[config.mk]
export PLATFORM = sky130hd
export DESIGN_NAME = alu_issue_seq
export DESIGN_NICKNAME = d
export VERILOG_FILES = /design/src/rtl/alu_issue_pkg.sv /design/src/rtl/alu_issue_rf.sv /design/src/rtl/alu_issue_seq.sv
export SDC_FILE = /design/constraint.sdc
export NUM_CORES = 1
export LEC_CHECK = 0
export CAP_MARGIN = 20
export CORE_ASPECT_RATIO = 0.7
export CORE_MARGIN = 5
export CORE_UTILIZATION = 25
export CTS_CLUSTER_SIZE = 30
export DETAILED_ROUTE_END_ITERATION = 8
export PLACE_DENSITY = 0.51
export SYNTH_ARGS = -nofsm -noshare
export SYNTH_HDL_FRONTEND = slang
export SYNTH_SLANG_ARGS = --single-unit
[constraint.sdc]
create_clock -name clk -period 2 [get_ports clk]
set_clock_uncertainty 0.05 [all_clocks]
set_input_delay 0.3 -clock clk [delete_from_list [all_inputs] [get_ports clk]]
set_output_delay 0.3 -clock clk [all_outputs]
set_load 0.005 [all_outputs]
[src/rtl/alu_issue_pkg.sv]
// alu_issue_pkg: shared definitions for the ALU operand-fetch / issue stage.
//   - default widths (DW_DEF, AW_DEF, NREG_DEF)
//   - ALU control codes (OP_*), OP_IDLE makes the ALU output 0
//   - ex_pl_t: EX-stage payload {op, rd, x, y} and its empty value EX_IDLE
//   - keeps_carry(): ops whose ALU carry is forwarded to the result port
package alu_issue_pkg;

  localparam int DW_DEF   = 8;
  localparam int AW_DEF   = 3;
  localparam int NREG_DEF = 8;

  localparam logic [3:0] OP_ADD  = 4'b0000;
  localparam logic [3:0] OP_SUB  = 4'b0001;
  localparam logic [3:0] OP_AND  = 4'b0010;
  localparam logic [3:0] OP_OR   = 4'b0011;
  localparam logic [3:0] OP_NOT  = 4'b0100;
  localparam logic [3:0] OP_XOR  = 4'b0101;
  localparam logic [3:0] OP_SHL  = 4'b0110;
  localparam logic [3:0] OP_SHR  = 4'b0111;
  localparam logic [3:0] OP_INC  = 4'b1000;
  localparam logic [3:0] OP_DEC  = 4'b1001;
  localparam logic [3:0] OP_LT   = 4'b1010;
  localparam logic [3:0] OP_GT   = 4'b1011;
  localparam logic [3:0] OP_EQ   = 4'b1100;
  localparam logic [3:0] OP_IDLE = 4'b1101;

  typedef struct packed {
    logic [3:0]        op;
    logic [AW_DEF-1:0] rd;
    logic [DW_DEF-1:0] x;
    logic [DW_DEF-1:0] y;
  } ex_pl_t;

  localparam ex_pl_t EX_IDLE = '{op: OP_IDLE, rd: '0, x: '0, y: '0};

  function automatic logic keeps_carry(input logic [3:0] op);
    return (op == OP_ADD) || (op == OP_SUB);
  endfunction

endpackage

[src/rtl/alu_issue_rf.sv]
// alu_issue_rf: NREG x DW register file.
//   clk, rst_n        : clock, asynchronous active-low reset (clears all entries)
//   we, wa, wd        : synchronous write port
//   ra1/rd1, ra2/rd2  : two asynchronous read ports
module alu_issue_rf
  import alu_issue_pkg::*;
#(
  parameter int DW   = DW_DEF,
  parameter int NREG = NREG_DEF,
  parameter int AW   = AW_DEF
) (
  input  logic          clk,
  input  logic          rst_n,
  input  logic          we,
  input  logic [AW-1:0] wa,
  input  logic [DW-1:0] wd,
  input  logic [AW-1:0] ra1,
  output logic [DW-1:0] rd1,
  input  logic [AW-1:0] ra2,
  output logic [DW-1:0] rd2
);

  logic [DW-1:0] regs [NREG];

  always_ff @(posedge clk or negedge rst_n) begin
    if (!rst_n) begin
      for (int i = 0; i < NREG; i++) regs[i] <= '0;
    end else if (we) begin
      regs[wa] <= wd;
    end
  end

  assign rd1 = regs[ra1];
  assign rd2 = regs[ra2];

endmodule

[src/rtl/alu_issue_seq.sv]
// alu_issue_seq: operand-fetch and issue stage in front of an 8-bit
// combinational ALU. Two stages: EX (operands registered, driving the ALU)
// and WB (ALU result captured, written back, offered downstream).
//   in_*      : instruction valid/ready port {op, rd, rs1, rs2, imm_sel, imm}
//   alu_*     : ctrl/x/y to the ALU, out/carry back from it
//   res_*     : result valid/ready port {data, carry, rd}
// Optional macro ALU_ISSUE_BYPASS_EN: forwards alu_out into the operands of an
// instruction accepted while the previous one advances, allowing one
// instruction per cycle. Without it EX must be empty to accept, so the
// register file is always up to date when operands are read.
module alu_issue_seq
  import alu_issue_pkg::*;
#(
  parameter int DW   = DW_DEF,
  parameter int NREG = NREG_DEF,
  parameter int AW   = AW_DEF
) (
  input  logic          clk,
  input  logic          rst_n,
  input  logic          in_valid,
  output logic          in_ready,
  input  logic [3:0]    in_op,
  input  logic [AW-1:0] in_rd,
  input  logic [AW-1:0] in_rs1,
  input  logic [AW-1:0] in_rs2,
  input  logic          in_imm_sel,
  input  logic [DW-1:0] in_imm,
  output logic [3:0]    alu_ctrl,
  output logic [DW-1:0] alu_x,
  output logic [DW-1:0] alu_y,
  input  logic [DW-1:0] alu_out,
  input  logic          alu_carry,
  output logic          res_valid,
  input  logic          res_ready,
  output logic [DW-1:0] res_data,
  output logic          res_carry,
  output logic [AW-1:0] res_rd
);

  ex_pl_t        ex_p0;
  logic          vld_p0;
  logic          vld_p1;
  logic          wb_free;
  logic          ex_adv;
  logic          accept;
  logic [DW-1:0] rf_rd1;
  logic [DW-1:0] rf_rd2;
  logic [DW-1:0] op_x;
  logic [DW-1:0] op_y;

  assign wb_free = !vld_p1 || res_ready;
  assign ex_adv  = vld_p0 && wb_free;
`ifdef ALU_ISSUE_BYPASS_EN
  assign in_ready = !vld_p0 || ex_adv;
`else
  assign in_ready = !vld_p0;
`endif
  assign accept  = in_valid && in_ready;

  alu_issue_rf #(.DW(DW), .NREG(NREG), .AW(AW)) u_rf (
    .clk   (clk),
    .rst_n (rst_n),
    .we    (ex_adv),
    .wa    (ex_p0.rd),
    .wd    (alu_out),
    .ra1   (in_rs1),
    .rd1   (rf_rd1),
    .ra2   (in_rs2),
    .rd2   (rf_rd2)
  );

  // Operand selection: the RF write of the advancing instruction lands on the
  // same edge as this accept, so its result is taken straight from the ALU.
  always_comb begin
    op_x = rf_rd1;
    op_y = in_imm_sel ? in_imm : rf_rd2;
`ifdef ALU_ISSUE_BYPASS_EN
    if (ex_adv && (ex_p0.rd == in_rs1)) op_x = alu_out;
    if (ex_adv && !in_imm_sel && (ex_p0.rd == in_rs2)) op_y = alu_out;
`endif
  end

  // ---- fetch -> EX boundary ----
  // An empty EX holds EX_IDLE so the ALU sees OP_IDLE with zero operands.
  always_ff @(posedge clk or negedge rst_n) begin
    if (!rst_n) begin
      vld_p0 <= 1'b0;
      ex_p0  <= EX_IDLE;
    end else if (accept) begin
      vld_p0 <= 1'b1;
      ex_p0  <= '{op: in_op, rd: in_rd, x: op_x, y: op_y};
    end else if (ex_adv) begin
      vld_p0 <= 1'b0;
      ex_p0  <= EX_IDLE;
    end
  end

  assign alu_ctrl = ex_p0.op;
  assign alu_x    = ex_p0.x;
  assign alu_y    = ex_p0.y;

  // ---- EX -> WB boundary ----
  always_ff @(posedge clk or negedge rst_n) begin
    if (!rst_n) begin
      vld_p1    <= 1'b0;
      res_data  <= '0;
      res_carry <= 1'b0;
      res_rd    <= '0;
    end else if (ex_adv) begin
      vld_p1    <= 1'b1;
      res_data  <= alu_out;
      res_carry <= keeps_carry(ex_p0.op) && alu_carry;
      res_rd    <= ex_p0.rd;
    end else if (res_ready) begin
      vld_p1    <= 1'b0;
    end
  end

  assign res_valid = vld_p1;

endmodule

==> run summary <==
status: complete, no violations
post-synthesis sequential area ratio: 49.74%
part of the power in registers: 41.8%
Synth async-reset ratio: 100.0%
Filler cells: 1,984
commonest cells in the netlist: dfrtp_1 (98), mux2_2 (74), buf_4 (24), mux4_2 (24), mux2i_1 (17)
ys flop type: dfrtp_1
TritonCTS clock tree: built
RSZ-0062 raised after global routing: no
largest net degree at the start of global routing: 38
setup bufs post-CTS: 0
die area: 23,350 µm²
Final Non-Filler Cells: 717
mux cell area share after synthesis: 30.56%
Gate Count Post-Synth: 366
Clock Power Share: 17.8%
XOR/XNOR Fraction of Synth Area: 0%
Routed WL: 14,490 µm
antenna-violating nets left: 0
1st-pass router iterations: 4
CTS Sinks: 101
total power: 9.072 mW
CP cell instances: buf_4, inv_8, clkdlybuf4s50_1
total global-route track usage: 12.76%
Yosys top cell area share: 48.19%
first-pass GRT wire length: 22,560 µm
ANT cells: 0
dpl hpwl: 10,510 µm
DP Worst Slack: -0.1615 ns
normalized max-slew margin: 33.40%
slowest stage delay, CP: 0.52 ns
Setup crit end kind: primary output
port bufs: 68
CTS Buffer Depth: 2
Worst Path Arrival: 1.59 ns
crit share post-route: 97.19%
H-Tree Depth: 3
leakage: 2.728 nW
count of different cell masters after synthesis: 33
Max Slew Vio Count: 0
gpl congestion: 0.7570
Post-Synth Adder-Cell Area: 0%
die span in y: 129.4 µm
max_cap viols: 0
Worst Hold Class: in2async
Post-Place Cells: 701
top area cells in the synthesized netlist: dfrtp_1 (48%), mux2_2 (16%), mux4_2 (11%)
post-detailed-route wirelength per cell: 20.21 µm
Vias/cell: 4.678
Logic pwr share: 40.4%
Crit path required time: 1.65 ns
antenna violations before repair: 1
Ports: 69
CP Class: reg2out
switching part of the total: 31.80%
# nets final: 478
die width: 180.5 µm
Seq cells post-synth: 101
largest fanout on the critical path: 15
core area: 19,910 µm²
Tmin final: 1.944 ns
Fin. Hold Viols: 0
vias in the first global route: 3,636
internal cell power: 6.187 mW
total grt overflow: 0
CP delay by family, top: buffers and inverters
TritonCTS buffer count: 9
clock-pin slew on the worst setup and hold paths: 0.07 ns
dominant cell type by area after synthesis: dfrtp_1
post-synthesis simple-gate area fraction: 7.499%
crit start category: flip-flop
CP bufs+invs: 3
Sum Neg Setup Slack: 0 ns
Synth Area in Compound Gates: 6.590%
worst reg-to-reg path cell count: 4
worst hold margin: 0.4264 ns
Post-Syn Nets: 401
1st-iter DRT viols: 279
Tightest Pin Transition: 0.9991 ns
CTS Root Cell: clkbuf_16
FMAX: 0.5145 GHz
final setup fails: 0
Psw: 2.885 mW
Netlist Area Pre-Place: 5089 µm²
Finished Core Util: 33.16%
CP max-delay cell: clkdlybuf4s50_1
combinational family with the most area after synthesis: multiplexers
clk_lat worst skew: 0.35 ns
DP Area: 6319 µm²
num rows: 43
initial core utilization: 25.56%
Final Cell Area: 6600 µm²
Max IR drop VDD: 0.0004633 V
Stages on worst setup path: 3
layout cell share with drive strength beyond 1: 36.47%
Avg Inst Size Synth: 13.90 µm²
PD cells: 1375 nW/µm²
via count: 3,354
top-count cell post-synth: dfrtp_1
Setup WS post-layout: 0.05629 ns
# DRC: 0
area grow syn2layout: 29.70%
Yosys warnings: 0
EDFF count, synth: 0
[layout by cell type, fill, tap and decap left out, types with 9 or more instances in the layout]
cell              n
mux4_2           24
mux2_2           74
nor2_1           12
clkdlybuf4s50_1  67
dfrtp_1          98
clkbuf_16         9
o21ai_0          14
buf_12           16
nand2_1          10
buf_4            24
mux2i_1          17
nand2b_1         10
[routing by layer]
metal / wire length, µm / GRT usage, % / part of all wire (%)
met1: 6985 / 18.48 / 48
met2: 6689 / 19.54 / 46
met5: 0 / 0 / 0
met4: 138 / 3.067 / 0.95
met3: 680 / 2.946 / 4.7
[worst register-to-register path, delay by kind of cell (launching register included)]
kind	cells	cell delay (ns)
buffers and inverters	1	0.21
DFF	1	0.37
and+or+nand+nor	1	0.09
AOI/OAI and AO/OA	2	1.00
[registers in the layout (all words and copies together) (netlist names)]
register	count
alu_x	8
alu_ctrl	4
ex_p0	3
res_data	8
res_valid	1
alu_y	8
vld_p0	1
u_rf.regs	64
res_rd	3
res_carry	1
[kinds of logic (layout without fill, tap and decap cells)]
group,after synthesis,after routing
compound gates,49,49
simple gates,57,57
mux,116,116
flops,101,101
buf+inv,43,124
[area by class of cell]
class | count | area (µm²) | share of cell area, %
multi-input cells | 222 | 2272 | 34.43
well taps | 270 | 337.8 | 5.118
clock buffers | 10 | 239.0 | 3.621
inverters | 1 | 11.26 | 0.1706
flip-flops and latches | 101 | 2531 | 38.35
clock inverters | 5 | 27.53 | 0.4171
repair buffers | 108 | 1181 | 17.90
[power groups by stage]
stage | Clock [mW] | Sequential [mW] | Combinational, mW
floorplan | 0 | 3.53 | 2.43
global placement | 0 | 3.78 | 3.64
detailed placement | 0 | 3.83 | 3.70
CTS | 1.67 | 3.80 | 3.72
global route | 1.74 | 3.94 | 3.97
finish | 1.62 | 3.80 | 3.66
[worst paths after layout]
| path | startpoint | end | slack (ns) |
|---|---|---|---|
| min in group clk | in_op[2] | alu_ctrl[2] | 0.45 |
| min | rst_n | res_rd[0] | 0.43 |
| min reg2reg | alu_x[5] | alu_x[5] | 0.45 |
| max in group asynchronous | rst_n | alu_x[5] | 0.88 |
| max reg2reg | vld_p0 | alu_x[1] | 0.22 |
| max | vld_p0 | in_ready | 0.06 |
[what timing repair did]
action	CTS	global route
setup endpoints to repair	1	1
hold endpoints to repair	32	0
hold buffers	1	0
gates resized for setup	1	1
pin swaps	0	0
(Power assumes the default switching activity.)
